**src/rtl/cbp_wide_add_sequencer.sv**
```systemverilog
// Multi-cycle wide adder: one CHUNK_BITS carry-bypass adder reused LSB chunk first,
// with the inter-chunk carry held in a register. valid/ready on both sides.
module cbp_wide_add_sequencer #(
  parameter int unsigned TOTAL_BITS = 128,
  parameter int unsigned CHUNK_BITS = 32,
  parameter int unsigned NUM_STAGES = 4
) (
  input  logic                  clk,
  input  logic                  rst_n,
  input  logic                  in_valid,
  output logic                  in_ready,
  input  logic [TOTAL_BITS-1:0] A,
  input  logic [TOTAL_BITS-1:0] B,
  input  logic                  Cin,
  output logic                  out_valid,
  input  logic                  out_ready,
  output logic [TOTAL_BITS-1:0] Sum,
  output logic                  Cout,
  output logic                  busy
);
  localparam int unsigned NumChunks = TOTAL_BITS / CHUNK_BITS;
  localparam int unsigned IdxW      = (NumChunks > 1) ? $clog2(NumChunks) : 1;
  localparam int unsigned StageW    = CHUNK_BITS / NUM_STAGES;
  localparam logic [IdxW-1:0] LastIdx = IdxW'(NumChunks - 1);

  typedef enum logic [1:0] {StIdle, StRun, StDone} state_e;

  state_e                state_q, state_d;
  logic                  accept, last_chunk;
  logic [IdxW-1:0]       idx_q, idx_d;
  logic                  carry_q, carry_d;
  logic                  cout_q, cout_d;
  logic [TOTAL_BITS-1:0] a_q, a_d, b_q, b_d, sum_q, sum_d;
  logic [CHUNK_BITS-1:0] add_a, add_b, add_sum;
  logic                  add_cout;

  // Shared chunk adder: ripple inside each stage, stage carry bypassed when all bits propagate.
  always_comb begin
    logic c_stage, c_rip, prop;
    add_a   = a_q[idx_q*CHUNK_BITS +: CHUNK_BITS];
    add_b   = b_q[idx_q*CHUNK_BITS +: CHUNK_BITS];
    add_sum = '0;
    c_stage = carry_q;
    for (int s = 0; s < int'(NUM_STAGES); s++) begin
      c_rip = c_stage;
      prop  = 1'b1;
      for (int i = 0; i < int'(StageW); i++) begin
        add_sum[s*StageW+i] = add_a[s*StageW+i] ^ add_b[s*StageW+i] ^ c_rip;
        c_rip = (add_a[s*StageW+i] & add_b[s*StageW+i]) |
                (c_rip & (add_a[s*StageW+i] ^ add_b[s*StageW+i]));
        prop  = prop & (add_a[s*StageW+i] ^ add_b[s*StageW+i]);
      end
      c_stage = prop ? c_stage : c_rip;
    end
    add_cout = c_stage;
  end

  assign last_chunk = (idx_q == LastIdx);

  // FSM: state register
  always_ff @(posedge clk or negedge rst_n) begin
    if (!rst_n) state_q <= StIdle;
    else        state_q <= state_d;
  end

  // FSM: next state
  always_comb begin
    state_d = state_q;
    unique case (state_q)
      StIdle:  if (accept) state_d = StRun;
      StRun:   if (last_chunk) state_d = StDone;
      StDone: begin
        if (accept)         state_d = StRun;
        else if (out_ready) state_d = StIdle;
      end
      default: state_d = StIdle;
    endcase
  end

  // FSM: outputs
  always_comb begin
    in_ready  = (state_q == StIdle) | ((state_q == StDone) & out_ready);
    accept    = in_valid & in_ready;
    busy      = (state_q == StRun);
    out_valid = (state_q == StDone);
    Sum       = sum_q;
    Cout      = cout_q;
  end

  // Datapath next state; accept never coincides with RUN.
  always_comb begin
    a_d     = a_q;
    b_d     = b_q;
    carry_d = carry_q;
    idx_d   = idx_q;
    sum_d   = sum_q;
    cout_d  = cout_q;
    if (accept) begin
      a_d     = A;
      b_d     = B;
      carry_d = Cin;
      idx_d   = '0;
    end else if (state_q == StRun) begin
      sum_d[idx_q*CHUNK_BITS +: CHUNK_BITS] = add_sum;
      carry_d = add_cout;
      idx_d   = idx_q + 1'b1;
      if (last_chunk) cout_d = add_cout;
    end
  end

  always_ff @(posedge clk or negedge rst_n) begin
    if (!rst_n) begin
      a_q     <= '0;
      b_q     <= '0;
      carry_q <= 1'b0;
      idx_q   <= '0;
      sum_q   <= '0;
      cout_q  <= 1'b0;
    end else begin
      a_q     <= a_d;
      b_q     <= b_d;
      carry_q <= carry_d;
      idx_q   <= idx_d;
      sum_q   <= sum_d;
      cout_q  <= cout_d;
    end
  end

endmodule

```
**config.mk**
```make
export PLATFORM = sky130hd
export DESIGN_NAME = cbp_wide_add_sequencer
export DESIGN_NICKNAME = d
export VERILOG_FILES = /design/src/rtl/cbp_wide_add_sequencer.sv
export SDC_FILE = /design/constraint.sdc
export NUM_CORES = 1
export LEC_CHECK = 0
export ABC_CLOCK_PERIOD_IN_PS = 17600
export BUFFER_PORTS_ARGS = -buffer_cell sky130_fd_sc_hd__buf_2
export CELL_PAD_IN_SITES_DETAIL_PLACEMENT = 1
export CELL_PAD_IN_SITES_GLOBAL_PLACEMENT = 2
export CORE_MARGIN = 2
export CORE_UTILIZATION = 34
export DETAILED_ROUTE_END_ITERATION = 6
export GPL_ROUTABILITY_DRIVEN = 0
export GPL_TIMING_DRIVEN = 0
export PLACE_DENSITY_LB_ADDON = 0.1
export REMOVE_ABC_BUFFERS = 1
export SETUP_SLACK_MARGIN = 0.5
export SLEW_MARGIN = 15
export SYNTH_ARGS = -nofsm -noshare
export SYNTH_HDL_FRONTEND = slang
export SYNTH_SLANG_ARGS = --single-unit
```
**constraint.sdc**
```tcl
create_clock -name clk -period 17.6 [get_ports clk]
set_input_delay 3.52 -clock clk [delete_from_list [all_inputs] [get_ports clk]]
set_output_delay 3.52 -clock clk [all_outputs]
set_load 0.02 [all_outputs]
```
# --- Word level (Yosys, flattened, before mapping) ---
# Index checks and enable logic that the tools add are counted.
totals:
  register_bits: 390
  output_inout_bits: 132
  word_cells: 230
  input_bits: 261
classes:
  n_addsub: 2
  muxes: 14
  n_bitwise: 192
  shifts: 4
  reduce_logical: 5
  n_eq_ne: 6
op_table:
  columns: ["op", "n"]
  rows:
  - ["variable part select 128 x 8 -> 32 bit", 2]
  - ["bitwise mux 128 bit", 1]
  - ["variable shift 32 x 34 -> 128 bit (first input constant)", 1]
  - ["variable part select 32 x 34 -> 128 bit", 1]
  - ["AND 1 bit", 94]
  - ["bitwise XOR 1 bit", 64]
  - ["negator 7 -> 34 bit", 1]
  - ["OR 1 bit", 33]
  - ["two-way mux 2 bit", 6]
  - ["two-way mux 1 bit", 6]
  - ["one-hot mux 2 bit (3 select lines)", 1]
  - ["AND reduction 3 bit", 2]
  - ["equality test 2 bit (second input constant)", 2]
  - ["!= test 3 x 1 -> 1 bit (second input constant)", 1]
  - ["adder 2 x 1 -> 2 bit (second input constant)", 1]
  - ["equality test 2 x 1 -> 1 bit (second input constant)", 1]
  - ["zero test 2 bit", 1]
  - ["!= test 2 x 1 -> 1 bit (second input constant)", 1]
  - ["!= test 2 bit (second input constant)", 1]
  - ["AND reduction 2 bit", 1]
  - ["nonzero test 2 bit", 1]
  - ["inverter 1 bit", 1]

# --- Depth between registers and ports, before layout ---
logic_depth:
  depth_word: 72
  ltp_mapped: 53
  depth_no_buf: 50

# --- Least setup slack after synthesis ---
# Ideal clock, no wire load.
synth_path:
  path_type: "flip-flop to flip-flop"
  startpoint: "reg idx_q[0]"
  endpoint: "reg sum_q[31], in the netlist Sum[31]"
  path_slack_ns: 3.844
  setup_time_ns: 0.121
  stages_incl_launch_ff: 51
  path_buffers: 3
  period_less_slack_ns: 13.756
  arrival_time_ns: 13.635
  required_time_ns: 17.479
  cell_sequence: "dfrtp_1 > buf_2 > buf_4 > buf_4 > mux4_2 > inv_1 > fa_1 > fa_1 > inv_1 > fa_1 > fa_1 > inv_1 > fa_1 > fa_1 > fa_1 > fa_1 > o21ai_0 > o31ai_1 > [... 15 more ...] > inv_1 > fa_1 > fa_1 > o21ai_0 > o31a_1 > o31a_1 > fa_1 > fa_1 > fa_1 > fa_1 > inv_1 > fa_1 > inv_1 > fa_1 > fa_1 > inv_1 > fa_1 > a22o_1"
synth_via:
  elab_chain_len: 70
  elab_cells_between_ends: 187
  cone_classes: "add/sub: 1; shift: 4; mux: 4; bitwise: 178"
synth_lines:
  columns: ["element", "line_no", "source"]
  rows:
  - ["start: declaration", "30", "logic [IdxW-1:0] idx_q, idx_d;"]
  - ["start signal: assignment", "123", "idx_q <= idx_d;"]
  - ["variable part select 128 x 8 -> 32 bit (on tied branches)", "40, 41", null]
  - ["bitwise XOR 1 bit", "48, 50, 51", null]
  - ["AND 1 bit", "50", "(c_rip & (add_a[s*StageW+i] ^ add_b[s*StageW+i]));"]
  - ["OR 1 bit", "49", "c_rip = (add_a[s*StageW+i] & add_b[s*StageW+i]) |"]
  - ["AND 1 bit", "50", null]
  - ["OR 1 bit", "49", null]
  - ["AND 1 bit", "50", null]
  - ["OR 1 bit", "49", null]
  - ["[... 54 more ...]", null, null]
  - ["OR 1 bit", "49", null]
  - ["AND 1 bit", "50", null]
  - ["OR 1 bit", "49", null]
  - ["AND 1 bit", "50", null]
  - ["OR 1 bit", "49", null]
  - ["bitwise XOR 1 bit", "48", "add_sum[s*StageW+i] = add_a[s*StageW+i] ^ add_b[s*StageW+i] ^ c_rip;"]
  - ["variable part select 32 x 34 -> 128 bit", "104", "sum_d[idx_q*CHUNK_BITS +: CHUNK_BITS] = add_sum;"]
  - ["bitwise mux 128 bit *", "104", null]
  - ["end signal: assignment", "124", "sum_q <= sum_d;"]
  - ["end: declaration", "33", "logic [TOTAL_BITS-1:0] a_q, a_d, b_q, b_d, sum_q, sum_d;"]
# Every way passes the cells marked *; elsewhere a longest branch is shown, timed or not.
# A chain may end at the register's enable or synchronous reset.

# --- Final worst setup path ---
layout_path:
  startpoint: "reg idx_q[0]"
  endpoint: "reg sum_q[63], in the netlist Sum[63]"
# The elaborated chain is that of the path after synthesis.

==> results.sh <==
export IMPL_status="complete, no violations"
export IMPL_drtIter0Drc=710
export IMPL_grt_total_usage=0.2174
export IMPL_yosys_warnings=0
export IMPL_cts_num_sinks=390
export IMPL_p_leak_nw=11.60
export IMPL_fin_util=0.4346
export IMPL_worst_slew_pin_slew_ps=1123
export IMPL_start_kind="flip-flop"
export IMPL_met2_usage=0.3606
export IMPL_drv_slew=0
export IMPL_core_um2=50380
export IMPL_cp_slowest_cell="dfrtp_4"
export IMPL_cts_made_buffers=46
export IMPL_clock_latency_ps=590
export IMPL_diodes=0
export IMPL_wire_per_inst_um=19.90
export IMPL_switchingPower_w=0.001893
export IMPL_vias_per_cell=4.716
export IMPL_die_area_um2=53000
export IMPL_cts_root_buffer="clkbuf_16"
export IMPL_intPower_w=0.002644
export IMPL_hold_path_class="flip-flop to flip-flop"
export IMPL_design_area_um2=21890
export IMPL_switching_share=0.4172
export IMPL_num_io_pins=393
export IMPL_power_total_w=0.004537
export IMPL_drcViolationCount=0
export IMPL_final_common_cell="nand2_1"
export IMPL_p_seq_frac=0.321
export IMPL_top_usage_layer="met2"
export IMPL_grt_overflow=0
export IMPL_timing_final_crit_share=0.8790
export IMPL_die_w_um=230.2
export IMPL_use_met3=0.05630
export IMPL_cts_tree="built"
export IMPL_drt_wl_total_mm=56.10
export IMPL_critPathMaxStageDelay_ps=890
export IMPL_totalNegativeSetupSlack_ps=0
export IMPL_cts_max_path_buffers=3
export IMPL_mostFrequentLayoutCells="877 x nand2_1, 391 x buf_2, 388 x dfrtp_1"
export IMPL_end_kind="flip-flop"
export IMPL_synthesis_area_um2=17400
export IMPL_h_tree_depth=2
export IMPL_crit_top_cell="fa_1"
export IMPL_fin_worst_skew_ps=23.12
export IMPL_grt_max_degree=97
export IMPL_grt_setup_unrepaired="false"
export IMPL_synth_distinct_cells=35
export IMPL_postCtsSetupRepairBufs=0
export IMPL_synth_seq_cells=390
export IMPL_ys_seq_area_frac=0.5609
export IMPL_hold_buffers=0
export IMPL_finalHoldViolations=0
export IMPL_ant_nets=0
export IMPL_grt_pass1_vias=14850
export IMPL_crit_type="flip-flop to flip-flop"
export IMPL_setup_violations=0
export IMPL_max_slew_margin_rel=0.2451
export IMPL_syn_area_per_cell_um2=10.01
export IMPL_synthCells=1738
export IMPL_worst_hold_slack_ps=468.4
export IMPL_ir_drop_uv=82.96
export IMPL_p_clk_frac=0.211
export IMPL_fin_crit_ps=15470
export IMPL_drive_gt1_frac=0.2765
export IMPL_dp_hpwl_mm=40.37
export IMPL_async_reset_ff_frac=1.000
export IMPL_nets=2444
export IMPL_grt_pass1_wl_mm=87.98
export IMPL_clk_pin_slew_worst_paths_ps=60
export IMPL_placed_area_um2=20380
export IMPL_power_density_nw_per_um2=207.2
export IMPL_fmax_ghz=0.06464
export IMPL_portBuffers=392
export IMPL_path_max_fanout=32
export IMPL_rows=82
export IMPL_drv_cap=0
export IMPL_vias=13300
export IMPL_first_pass_iters=4
export IMPL_crit_arrival_ps=15930
export IMPL_antenna_found_initial=2
export IMPL_grt_met1_usage=0.2846
export IMPL_synth_ff_type="dfrtp_1"
export IMPL_ctsResizeCount=0
export IMPL_initial_core_util=0.3454
export IMPL_chipHeight_um=230.2
export IMPL_syn_to_final_growth_pct=25.81
export IMPL_synth_edf_count=0
export IMPL_combPwrFrac=0.468
export IMPL_critPathRequiredTime_ps=18060
==> cell usage after synthesis (3+ instances only) <==
master | instances | share of area
buf_1 | 7 | 0.0015
dfrtp_1 | 390 | 0.56
nand4_1 | 9 | 0.0032
buf_4 | 3 | 0.0013
buf_2 | 23 | 0.0066
o21ai_1 | 28 | 0.0081
nor2_1 | 7 | 0.0015
fa_1 | 32 | 0.037
a22o_1 | 25 | 0.013
mux4_2 | 64 | 0.083
nand2_1 | 879 | 0.19
ha_1 | 38 | 0.027
clkbuf_1 | 58 | 0.013
buf_6 | 4 | 0.0026
o21ai_2 | 20 | 0.010
o21ai_0 | 63 | 0.018
inv_1 | 64 | 0.014
==> power groups by stage <==
stage	Clock [W]	Sequential [W]	Combinational, W
after floorplan	0	0.00149	0.00139
after global routing	0.00103	0.00151	0.00240
after CTS	0.000986	0.00146	0.00219
final	0.000958	0.00146	0.00212
after detailed placement	0	0.00147	0.00217
after global placement	0	0.00151	0.00218
==> sequential cells by signal, summed over array words and instances (netlist names) <==
| signal | flops |
|---|---|
| idx_q | 2 |
| a_q | 128 |
| state_q | 2 |
| Cout | 1 |
| Sum | 128 |
| b_q | 128 |
| carry_q | 1 |
==> per-layer routing <==
metal / part of all wire / wire length [µm]
met5: 0.00048 / 27
met4: 0.022 / 1238
met3: 0.058 / 3236
met2: 0.48 / 27040
met1: 0.44 / 24560
==> critical path: cells and delay by family, from the launching register on <==
kind                       cells  cell delay [ps]
AOI/OAI and AO/OA              6             1020
adders and majority gates     32            11890
buffers and inverters          8              860
DFF                            1              890
muxes                          2              630
==> layout make-up <==
class | instances | area [µm²]
clock buffer | 68 | 1378
clock inverter | 15 | 136.4
fill | 5754 | 28480
inverter | 65 | 246.5
multi-input combinational | 1188 | 6995
sequential | 390 | 9767
tap | 672 | 840.8
timing repair buffer | 422 | 2529
==> kinds of logic (layout without fill, tap and decap cells) <==
kind of cell               Yosys count  after routing  share of synthesized area
AOI/OAI and AO/OA                  144            144                    0.05249
adders and majority gates           70             70                    0.06414
buffers and inverters              160            570                    0.03869
DFF                                390            390                     0.5609
muxes                               65             65                    0.08348
and+or+nand+nor                    909            909                     0.2003
==> final timing paths <==
check	slack, ps	startpoint	depth (start not counted)	endpoint
worst max-delay path	2130	idx_q[0]$_DFFE_PN0P_	48	Sum[63]$_DFFE_PN0P_
worst min-delay path	470	b_q[113]$_DFFE_PN0P_	2	b_q[113]$_DFFE_PN0P_
worst max register to register	2130	idx_q[0]$_DFFE_PN0P_	48	Sum[63]$_DFFE_PN0P_
worst min register to register	470	b_q[113]$_DFFE_PN0P_	2	b_q[113]$_DFFE_PN0P_
max in group asynchronous	13610	rst_n	3	a_q[18]$_DFFE_PN0P_
min in group asynchronous	2760	rst_n	1	a_q[104]$_DFFE_PN0P_
==> stage by stage <==
step / instances / setup WS (ps)
floorplan: 1643 / 1859
global placement: 2707 / -1567
detailed placement: 2737 / 1916
CTS: 2820 / 1873
global route: 2820 / 1501
finish: 2820 / 2130
(Power assumes the default switching activity.)
